$ cat src/rtl/gcd_control.sv
// gcd_control: control FSM for a subtractive Euclid GCD datapath.
// Drives the datapath mux selects and register load strobes from the
// eqflg/ltflg status flags, presents a go/ready/done/err handshake, and
// aborts via an iteration watchdog so zero operands cannot hang the engine.
//
// Ports:
//   clk    - system clock, rising edge
//   clr    - synchronous active-high reset (shared with datapath)
//   go     - start request, sampled only while idle
//   eqflg  - datapath flag x == y
//   ltflg  - datapath flag x < y
//   xmsel  - x mux select (1 = xin, 0 = x-y)
//   ymsel  - y mux select (1 = yin, 0 = y-x)
//   xld    - x register load strobe
//   yld    - y register load strobe
//   gld    - gcd output register load strobe
//   ready  - high while idle
//   done   - one-cycle completion pulse (success or abort)
//   err    - abort status, valid with done, held until next accepted go
module gcd_control #(
  parameter int unsigned MAX_ITER = 15,
  parameter int unsigned ITER_W   = 4   // MAX_ITER < 2**ITER_W
) (
  input  logic clk,
  input  logic clr,
  input  logic go,
  input  logic eqflg,
  input  logic ltflg,
  output logic xmsel,
  output logic ymsel,
  output logic xld,
  output logic yld,
  output logic gld,
  output logic ready,
  output logic done,
  output logic err
);

  typedef enum logic [2:0] {
    S_IDLE,
    S_LOAD,
    S_TEST,
    S_SUBX,
    S_SUBY,
    S_STORE,
    S_DONE,
    S_ABORT
  } state_t;

  state_t              state, state_n;
  logic [ITER_W-1:0]   iter, iter_n;
  logic                err_q, err_n;

  always_ff @(posedge clk) begin
    if (clr) begin
      state <= S_IDLE;
      iter  <= '0;
      err_q <= 1'b0;
    end else begin
      state <= state_n;
      iter  <= iter_n;
      err_q <= err_n;
    end
  end

  // err is a register rather than a state decode so it survives the
  // return to idle and stays visible until the next accepted go.
  assign err = err_q;

  always_comb begin
    state_n = state;
    iter_n  = iter;
    err_n   = err_q;
    xmsel   = 1'b0;
    ymsel   = 1'b0;
    xld     = 1'b0;
    yld     = 1'b0;
    gld     = 1'b0;
    ready   = 1'b0;
    done    = 1'b0;

    case (state)
      S_IDLE: begin
        ready = 1'b1;
        if (go) begin
          state_n = S_LOAD;
          err_n   = 1'b0;
          iter_n  = '0;
        end
      end
      S_LOAD: begin
        xmsel   = 1'b1;
        ymsel   = 1'b1;
        xld     = 1'b1;
        yld     = 1'b1;
        state_n = S_TEST;
      end
      S_TEST: begin
        // Equality is checked before the watchdog so a pair that converges
        // on the final permitted step still succeeds.
        if (eqflg) begin
          state_n = S_STORE;
        end else if (iter == ITER_W'(MAX_ITER)) begin
          state_n = S_ABORT;
          err_n   = 1'b1;
        end else if (ltflg) begin
          state_n = S_SUBY;
        end else begin
          state_n = S_SUBX;
        end
      end
      S_SUBX: begin
        xld     = 1'b1;
        iter_n  = iter + ITER_W'(1);
        state_n = S_TEST;
      end
      S_SUBY: begin
        yld     = 1'b1;
        iter_n  = iter + ITER_W'(1);
        state_n = S_TEST;
      end
      S_STORE: begin
        gld     = 1'b1;
        state_n = S_DONE;
      end
      S_DONE: begin
        done    = 1'b1;
        state_n = S_IDLE;
      end
      S_ABORT: begin
        done    = 1'b1;
        state_n = S_IDLE;
      end
      default: state_n = S_IDLE;
    endcase
  end

endmodule
$ cat config.mk
export PLATFORM = sky130hd
export DESIGN_NAME = gcd_control
export DESIGN_NICKNAME = d
export VERILOG_FILES = /design/src/rtl/gcd_control.sv
export SDC_FILE = /design/constraint.sdc
export NUM_CORES = 1
export LEC_CHECK = 0
export BUFFER_PORTS_ARGS = -buffer_cell sky130_fd_sc_hd__buf_2
export CORE_UTILIZATION = 30
export CTS_CLUSTER_DIAMETER = 40
export DETAILED_ROUTE_END_ITERATION = 16
export HOLD_SLACK_MARGIN = 0.02
export PLACE_DENSITY = 0.52
export SLEW_MARGIN = 40
export SYNTH_ARGS = -nofsm -noshare
export SYNTH_HDL_FRONTEND = slang
export SYNTH_SLANG_ARGS = --single-unit
$ cat constraint.sdc
create_clock -name clk -period 2 [get_ports clk]
set_input_delay 0.1 -clock clk [delete_from_list [all_inputs] [get_ports clk]]
set_output_delay 0.1 -clock clk [all_outputs]
set_load 0.05 [all_outputs]
Word level (Yosys, flattened, before mapping). Cells that the tools add are included.

Add/sub/neg operators: 1. Equal/unequal tests: 11. Muxes and demuxes: 17. Reductions and logical operators: 10.

Operators by type and width (count): $pmux 3 s5 (1); $eq 3x3->1 const B (4); $mux 3 (4); $mux 1 (9); $pmux 4 s2 (1); $reduce_or 2->1 (4); $eq 3x2->1 const B (2); $ne 2x2->1 const B (3); $add 4x1->4 const B (1); $eq 4x4->1 const B (1); $mux 4 (1); $reduce_and 4->1 (1); $reduce_bool 2->1 (2); $eq 3x1->1 const B (1); $logic_not 3->1 (1); $reduce_or 3->1 (1); $pmux 1 s2 (1); $reduce_and 2->1 (1).

Register bits after elaboration: 8. Bits of input ports: 5. Output and inout port bits: 8. Logic and storage cells: 42.

Longest topological paths before layout. Gate-level depths: netlist (run 1).

Depth in word-level cells: 4. Gate-level depth with buffers: 5. Mapped depth without buffers: 5.

Least setup slack after synthesis (run 1). No wires, ideal clock.

Path type: register to output. Start point: register state[0]. End point: output port ymsel. Data arrival time: 2.322 ns. Required time: 1.900 ns. Slack: -0.422 ns. Cell stages (with the launch flop): 4. Buffers on the path: 1. Cells stage by stage: dfxtp_1 nor2b_1 nor2b_1 buf_4.

Longest elaborated chain between the ends: 2.

RTL lines: start, declared (line 50) `state_t state, state_n;`; start signal, assigned (line 60) `state <= state_n;`; $eq 3x1->1; $mux 1; end, declared (line 30) `output logic ymsel,`.

No other way between the ends.

Final worst setup path (run 1).
Start point: register state[0]. End point: output port ymsel.

Longest elaborated chain between the ends: 2.

RTL lines: $eq 3x1->1 (line 82) `case (state)`; $mux 1 (line 82).

No other way between the ends.

==> run metrics, run 1 <==
outcome finished clean; Clock transition at path regs 50 ps; CTS tree built; crit share post-route 0.842; count of different cell masters after synthesis 37; antenna violations before repair 0; total CTS buffers 3; routed len/inst 12.5 um; worst-margin pin slew 536 ps; drt first-iter violations 6; Internal Power approximately 0.27 mW; Placer Congestion 0.799; cell accounting for the most synthesized area dfxtp_1; Fin. Hold Viols 0; Core Box Area approximately 1500 um2; clock power share 0.301; Area Growth Syn to Fin 20.1%; setup slack at placement approximately 400 ps; largest net degree at the start of global routing 17; Seq pwr share 0.438; Starting Density 0.323; Ant. Diodes 0; # IOs 13; DP Area between 500 and 600 um2; synthesized area per cell 8.33 um2; Via Count 474; hold buffer count at CTS 0; Setup WS post-layout between 300 and 400 ps; flop and latch count out of synthesis 8; minimum clock period around 1700 ps; CP required between 1500 and 2000 ps; DR DRC count 0; cell area after layout 591 um2; IO Port Bufs 12; Die Height ~42 um; Pins Over Slew Limit 0; first-pass GRT wire length about 1900 um; Nets 79; MaxCap Viol Count 0; GR Overflow Total 0; Synth top area share 0.326; Worst-Skew Late Latency approximately 260 ps; clk root buf clkbuf_4; f_max 0.594 GHz; syn_nets 65; Die Wd 42.5 um; Final Non-Filler Cells 87; Pwr Density a little over 700 nW/um2; final setup vio count 0; CP startpoint kind flip-flop; register area share after synthesis 0.326; Worst Clk Skew around 3.4 ps; Via-to-Cell Ratio roughly 5.4; slew margin rel. 0.642; std cell rows 14; setup TNS 0 ps; placed insts 84; die area 1800 um2; Sw Pwr approximately 0.15 mW; Gate Count Post-Synth about 60; GRT Total Usage 0.144; WL final 1090 um; critical path class flip-flop to primary output; commonest cells after routing, fill and taps aside buf_2 (12), dfxtp_1 (8), nor2_1 (4), nand2_1 (4); Clock Path Buffers 2; # H-tree levels 1; # clock sinks 8; yosys warns 0; RSZ-0062 raised after global routing false; post-CTS sizing 0; DP HPWL approximately 780 um; top post-synthesis cells by area dfxtp_1 (33%), or4b_1 (4.1%), a21oi_1 (3.1%); HP Class primary input to flip-flop; switch share 0.361; leading cell type in the layout, fill and taps excluded buf_2; postcts setup bufs 0; Peak supply drop 0.000424 V; Crit Path Max Fanout 15; Post-DRT Antenna Nets 0; DR pass1 iterations 3; CP endpoint kind primary output; Synth Cell Area 492 um2; post-layout util 0.388; number of global-route vias before repair ~430; Filler Cells Inserted 159; power share of the combinational group 0.261; ratio of cells with drive above 1 in the final layout 0.268; Static Leakage 0.246 nW; Crit path arrival time between 1500 and 2000 ps
-- cells by family (layout without fill, tap and decap cells) --
logic type | after synthesis | in the layout | share of synthesized area
flops | 8 | 8 | 0.326
fa+ha+maj | 1 | 1 | 0.0254
xor+xnor | 2 | 2 | 0.0356
compound gates | 15 | 15 | 0.206
simple gates | 28 | 28 | 0.356
buf+inv | 5 | 17 | 0.0509
-- worst paths after layout --
check	startpoint	to	slack, ps	cells past startpoint
setup reg to reg	state[0]$_SDFFE_PP0N_	iter[2]$_SDFFE_PP0P_	370	4
hold reg to reg	err$_SDFFE_PP0P_	err$_SDFFE_PP0P_	460	1
hold / removal	clr	iter[1]$_SDFFE_PP0P_	100	2
setup / recovery	state[0]$_SDFFE_PP0N_	ymsel	320	3
-- state kept, by name, indices dropped and copies added, names as in the netlist --
register  flops
err           1
state         3
iter          4
-- layer usage --
layer / track usage / part of all wire / vias to the layer above
met5: 0 / 0 / -
met4: 0.0563 / 0 / 0
met3: 0.0776 / 0.061 / 0
met2: 0.200 / 0.43 / 13
met1: 0.186 / 0.51 / 210
li1: - / - / 251
-- worst max-delay path, cell delays in order (launching register included) --
cell and delay (ps):
dfxtp_1 630, nor2b_2 270, nor2b_2 160, buf_2 270
-- area by class of cell --
cell class / count / area, um2 / share of cell area
clock buffers: 3 / 22.5 / 0.0381
multi-input cells: 46 / 317 / 0.536
flip-flops and latches: 8 / 160 / 0.271
well taps: 16 / 20.0 / 0.0339
repair buffers: 13 / 67.6 / 0.114
inverters: 1 / 3.75 / 0.00636
-- power groups by stage --
stage          Sequential (mW)  Clock, mW  Combinational [mW]
2_1_floorplan            0.176          0              0.0994
3_3_place_gp             0.188          0               0.112
3_5_place_dp             0.189          0               0.112
4_1_cts                  0.185      0.136               0.112
5_1_grt                  0.188      0.145               0.121
6_report                 0.186      0.128               0.111
-- synth_stat cells, drive strengths merged --
| library cell | n |
|---|---|
| nor4bb | 1 |
| nor4b | 1 |
| xor2 | 1 |
| o211ai | 1 |
| clkbuf | 1 |
| o21a | 1 |
| o31ai | 1 |
| a2bb2oi | 1 |
| a221oi | 1 |
| nor2 | 4 |
| or2 | 1 |
| a31oi | 2 |
| nand3 | 1 |
| nand4b | 1 |
| nand3b | 1 |
| inv | 1 |
| ha | 1 |
| nor4 | 2 |
| nor2b | 2 |
| nor3 | 2 |
| or4b | 2 |
| nand2 | 4 |
| a21boi | 1 |
| and3 | 1 |
| or3 | 1 |
| and3b | 1 |
| nand2b | 1 |
| a21oi | 3 |
| o21ai | 2 |
| o32ai | 1 |
| and4b | 1 |
| xnor2 | 1 |
| buf | 3 |
| dfxtp | 8 |
| a211oi | 1 |
| and2 | 1 |
-- through the flow --
stage / total power [mW] / hold WS, ps
2_1_floorplan: 0.275 / 169
3_3_place_gp: 0.301 / 376
3_5_place_dp: 0.301 / 370
4_1_cts: 0.433 / 89.7
5_1_grt: 0.454 / 91.8
6_report: 0.425 / 97.3
Note: power is estimated with default switching activity, not from simulation.
==> run 2, diff against run 1 <==
Settings changed: ABC_AREA set to 1.
Clock period 2 ns to 1.6 ns, I/O delays scaled along.
==> run metrics, run 2 <==
outcome finished clean (unchanged); GR Overflow Total 0 (unchanged); commonest cells after routing, fill and taps aside nand2_1 (17), buf_2 (12), inv_1 (11), a21oi_1 (7), dfxtp_1 (7) (was buf_2 (12), dfxtp_1 (8), nor2_1 (4), nand2_1 (4)); post-CTS sizing 0 (unchanged); Clock transition at path regs 60 ps (was 50 ps); critical path, cell by cell inv_1 > nand2_1 > inv_1 > buf_2 (was nor2b_2 > nor2b_2 > buf_2); placed insts 98 (was 84); # IOs 13 (unchanged); Gate Count Post-Synth 73 (was 59); syn_nets 79 (was 65); CP required 1520 ps (was 1900 ps); CP endpoint kind primary output (unchanged); minimum clock period 1460 ps; ratio of cells with drive above 1 in the final layout 0.318 (was 0.268); asr flop ratio synth 0 (unchanged); CP startpoint kind flip-flop (unchanged); cell mode on critical path inv_1 (was nor2b_2); HP Class primary input to flip-flop (unchanged); DR pass1 iterations 4 (was 3); hold buffer count at CTS 0 (unchanged); Fin. Hold Viols 0 (unchanged); CTS tree built (unchanged); most numerous cell in the Yosys netlist nand2_1 (was dfxtp_1); Filler Cells Inserted 177 (was 159); cell accounting for the most synthesized area dfxtp_1 (unchanged); power share of the combinational group 0.302 (was 0.261); Static Leakage 0.287 nW (was 0.246 nW); count of different cell masters after synthesis 22 (was 37); crit share post-route 0.913; Largest register FFs 4 (unchanged); critical path class flip-flop to primary output (unchanged); Die Height 42.3 um (was 42.5 um); Final Non-Filler Cells 101 (was 87); MaxCap Viol Count 0 (unchanged); RSZ-0062 raised after global routing false (unchanged); setup TNS 0 ps (unchanged); DP HPWL 742 um (was 775 um); flop and latch count out of synthesis 8 (unchanged); Pins Over Slew Limit 0 (unchanged); Most used DFF post-synth dfxtp_1 (unchanged); smallest hold slack 89.6 ps (was 97.3 ps); Synth Cell Area 488 um2 (was 492 um2); largest stage delay on the critical path 590 ps (was 630 ps); register area share after synthesis 0.328 (was 0.326); switch share 0.379 (was 0.361); final setup vio count 0 (unchanged); IO Port Bufs 12 (unchanged); Biggest register iter (unchanged); slew margin rel. 0.705 (was 0.642); drt first-iter violations 6 (unchanged); Ant. Diodes 0 (unchanged); leading cell type in the layout, fill and taps excluded nand2_1 (was buf_2); first-pass GRT wire length 1650 um (was 1870 um); synthesized area per cell 6.68 um2 (was 8.33 um2); Peak supply drop 0.000395 V (was 0.000424 V); # clock sinks 8 (unchanged); Synth top area share 0.328 (was 0.326); DR DRC count 0 (unchanged); top cells by count, synth nand2_1 (17), inv_1 (11), dfxtp_1 (8), a21oi_1 (7), nand3_1 (6) (was dfxtp_1 (8), nand2_1 (4), nor2_1 (4), a21oi_1 (3)); routed len/inst 9.52 um (was 12.5 um); Die Wd 42.3 um (was 42.5 um); Starting Density 0.324 (was 0.323); die area 1790 um2 (was 1800 um2); Placer Congestion 0.842 (was 0.799); Seq pwr share 0.414 (was 0.438); Crit Path Max Fanout 10 (was 15); antenna violations before repair 0 (unchanged); worst-margin pin slew 443 ps (was 536 ps); CP max-delay cell dfxtp_1 (unchanged); f_max 0.684 GHz; Worst-Skew Late Latency 260 ps (about the same); clock power share 0.284 (was 0.301); Clock Path Buffers 2 (unchanged); yosys warns 0 (unchanged); GRT Total Usage 0.125 (was 0.144); std cell rows 14 (unchanged); total CTS buffers 3 (unchanged); # H-tree levels 1 (unchanged); Worst Clk Skew 6.91 ps (was 3.35 ps); Sw Pwr 0.208 mW (was 0.153 mW); Area Growth Syn to Fin 20.5% (was 20.1%); clk root buf clkbuf_4 (unchanged); EDFF count, synth 0 (unchanged); number of global-route vias before repair 407 (was 434); WL final 962 um (was 1090 um); Crit path arrival time 1380 ps (was 1580 ps); post-layout util 0.390 (was 0.388); top post-synthesis cells by area dfxtp_1 (33%), nand2_1 (13%), inv_1 (8.5%) (was dfxtp_1 (33%), or4b_1 (4.1%), a21oi_1 (3.1%)); Internal Power 0.341 mW (was 0.271 mW); Via Count 472 (was 474); Via-to-Cell Ratio 4.67 (was 5.45); Core Box Area 1510 um2 (was 1520 um2); Post-DRT Antenna Nets 0 (unchanged); Nets 93 (was 79); postcts setup bufs 0 (unchanged); largest net degree at the start of global routing 11 (was 17); Pwr Density 934 nW/um2 (was 719 nW/um2)
-- run 2: cell types whose count changed in the layout (fill, tap and decap cells not counted), sizes merged, moves of 3 or more --
cell and change:
nand3 +6, a21oi +4, inv +12, nor2 +3
nand2 +14
-- run 2: area by class of cell --
class                   instances  area, um2  share of cell area
multi-input cells              49        275               0.468
repair buffers                 12       60.1               0.102
clock buffers                   3       22.5              0.0383
well taps                      16       20.0              0.0340
inverters                      13       48.8              0.0830
flip-flops and latches          8        161               0.274
-- run 2: cells by family (layout without fill, tap and decap cells) --
group | count (synthesis) | count (layout) | synth area share
AOI/OAI and AO/OA | 10 | 10 | 0.108
xor gates and xnor gates | 1 | 1 | 0.0180
adders and majority gates | 1 | 1 | 0.0256
buffers and inverters | 16 | 28 | 0.146
DFF | 8 | 8 | 0.328
and+or+nand+nor | 37 | 37 | 0.374
-- run 2: path summary, 6_finish.rpt --
check	end	from	slack [ps]	cells after the start
max	ready	state[1]$_SDFFE_PP0N_	140	4
min	state[1]$_SDFFE_PP0N_	clr	90	2
max reg2reg	iter[3]$_SDFFE_PP0P_	state[1]$_SDFFE_PP0N_	370	5
min reg2reg	err$_SDFFE_PP0P_	err$_SDFFE_PP0P_	450	2
-- run 2: per-layer routing --
metal,global-route usage,vias up,part of all wire
li1,-,255,-
met1,0.155,203,0.47
met2,0.175,12,0.43
met3,0.0690,2,0.083
met4,0.0563,0,0.0094
met5,0,-,0
-- run 2: power by group through the flow --
stage	sequential (mW)	clock, mW	combinational, mW
after global placement	0.232	0	0.169
final	0.228	0.156	0.166
after detailed placement	0.232	0	0.167
after floorplan	0.233	0	0.141
after global routing	0.230	0.174	0.180
after CTS	0.227	0.164	0.168
-- run 2: critical path, delay by kind of cell, from the launching register on --
kind	cells	cell delay (ps)
DFF	1	590
buffers and inverters	3	410
and+or+nand+nor	1	120
-- run 2: stage by stage --
stage                     instance area (um2)  power, mW  setup slack (ps)
after floorplan                           512      0.375              68.9
after global placement                    566      0.400               427
after detailed placement                  566      0.399               394
after CTS                                 588      0.560               128
after global routing                      588      0.583              28.6
final                                     588      0.550               139
==> run 3, diff against run 2 <==
Settings changed: CORE_ASPECT_RATIO set to 1.25.
Clock period 1.6 ns to 1.86 ns, I/O delays scaled along.
==> run metrics, run 3 (synthesis results as in run 2) <==
outcome finished clean (unchanged); Via-to-Cell Ratio 4.72 (was 4.67); RSZ-0062 raised after global routing false (unchanged); Worst-Skew Late Latency 260 ps (about the same); # clock sinks 8 (unchanged); Area Growth Syn to Fin 17.7% (was 20.5%); WHS Path Cells 2 (unchanged); worst-margin pin slew 372 ps (was 443 ps); Pwr Density 818 nW/um2 (was 934 nW/um2); Setup WS post-layout 416 ps (was 139 ps); std cell rows 15 (was 14); leading cell type in the layout, fill and taps excluded nand2_1 (unchanged); DR DRC count 0 (unchanged); hold buffer count at CTS 0 (unchanged); Peak supply drop 0.000389 V (was 0.000395 V); WL final 987 um (was 962 um); power share of the combinational group 0.298 (was 0.302); FF-to-FF path depth 5 (unchanged); setup slack at placement 675 ps (was 394 ps); CP required 1770 ps (was 1520 ps); f_max 0.693 GHz; number of global-route vias before repair 447 (was 407); # H-tree levels 1 (unchanged); Worst Clk Skew 1.85 ps (was 6.91 ps); Levels on crit path 5 (was 4); Crit path arrival time 1350 ps (was 1380 ps); Seq pwr share 0.411 (was 0.414); die area 1790 um2 (about the same); Via Count 481 (was 472); GR Overflow Total 0 (unchanged); Clock transition at path regs 60 ps (about the same); Internal Power 0.290 mW (was 0.341 mW); Pins Over Slew Limit 0 (unchanged); internal reg-to-reg setup slack 720 ps (was 370 ps); first-pass GRT wire length 1690 um (was 1650 um); Placer Congestion 0.726 (was 0.842); drt first-iter violations 6 (unchanged); Fin. Hold Viols 0 (unchanged); placed insts 99 (was 98); critical path, cell by cell inv_1 > nor2_2 > inv_1 > o21ai_1 > buf_2 (was inv_1 > nand2_1 > inv_1 > buf_2); switch share 0.383 (was 0.379); Die Height 47.1 um (was 42.3 um); Static Leakage 0.286 nW (was 0.287 nW); clock power share 0.291 (was 0.284); antenna violations before repair 0 (unchanged); CP max-delay cell dfxtp_1 (unchanged); WP buf/inv 3 (unchanged); HP Class primary input to flip-flop (unchanged); Core Box Area 1450 um2 (was 1510 um2); largest net degree at the start of global routing 11 (unchanged); CTS tree built (unchanged); Ant. Diodes 0 (unchanged); GRT Total Usage 0.141 (was 0.125); critical path class flip-flop to primary output (unchanged); Filler Cells Inserted 154 (was 177); cell mode on critical path inv_1 (unchanged); ratio of cells with drive above 1 in the final layout 0.294 (was 0.318); slew margin rel. 0.752 (was 0.705); MaxCap Viol Count 0 (unchanged); IO Port Bufs 12 (unchanged); crit-path leading delay family buffers and inverters (was flip-flops); minimum clock period 1440 ps; Clock Path Buffers 2 (unchanged); Biggest register iter (unchanged); Post-DRT Antenna Nets 0 (unchanged); # IOs 13 (unchanged); final setup vio count 0 (unchanged); Largest register FFs 4 (unchanged); Die Wd 38.1 um (was 42.3 um); largest stage delay on the critical path 440 ps (was 590 ps); commonest cells after routing, fill and taps aside nand2_1 (17), buf_2 (12), inv_1 (11), dfxtp_1 (8), a21oi_1 (7) (was nand2_1 (17), buf_2 (12), inv_1 (11), a21oi_1 (7), dfxtp_1 (7)); postcts setup bufs 0 (unchanged); Nets 93 (unchanged); post-CTS sizing 0 (unchanged); DP HPWL 751 um (was 742 um); total CTS buffers 3 (unchanged); crit share post-route 0.776; Crit Path Max Fanout 4 (was 10); Sw Pwr 0.180 mW (was 0.208 mW); Final Non-Filler Cells 102 (was 101); smallest hold slack 106 ps (was 89.6 ps); CP startpoint kind flip-flop (unchanged); Starting Density 0.338 (was 0.324); DR pass1 iterations 4 (unchanged); routed len/inst 9.68 um (was 9.52 um); CP endpoint kind primary output (unchanged); clk root buf clkbuf_4 (unchanged)
[run 3: cell count changes in the layout (fill, tap and decap cells not counted)]
| cell | delta |
|---|---|
| dfxtp_1 | +1 |
| dfxtp_2 | -1 |
| o21ai_2 | -1 |
| o21ai_1 | +1 |
| nor2_2 | +2 |
| nor2_4 | -2 |
[run 3: power groups by stage]
stage / clock [mW] / combinational, mW / sequential, mW
floorplan: 0 / 0.114 / 0.200
detailed placement: 0 / 0.141 / 0.197
global route: 0.149 / 0.153 / 0.195
finish: 0.137 / 0.140 / 0.193
CTS: 0.145 / 0.141 / 0.193
global placement: 0 / 0.140 / 0.197
[run 3: through the flow]
step	TNS (ps)	utilization	instance area (um2)	total power [mW]
finish	0	0.397	574	0.470
global route	0	0.397	574	0.498
CTS	0	0.397	574	0.479
detailed placement	0	0.382	552	0.338
global placement	0	0.382	552	0.337
floorplan	-149	-	493	0.314
[run 3: worst paths after layout]
path                         startpoint                    to
setup / recovery  state[0]$_SDFFE_PP0N_                   yld
hold / removal                      clr  iter[1]$_SDFFE_PP0P_
hold reg to reg        err$_SDFFE_PP0P_      err$_SDFFE_PP0P_
setup reg to reg  state[1]$_SDFFE_PP0N_  iter[3]$_SDFFE_PP0P_
[run 3: routing by layer]
metal,GRT usage,part of all wire,routed length [um]
met5,0,0,0
met4,0.150,0.047,46
met3,0.0142,0.050,49
met2,0.214,0.43,420
met1,0.165,0.48,470
[run 3: cell type report]
class                      count  area (um2)  area share
sequential                     8         160       0.279
inverter                      13        48.8      0.0850
timing repair buffer          12        60.1       0.105
tap                           17        21.3      0.0370
clock buffer                   3        22.5      0.0392
multi-input combinational     49         262       0.455
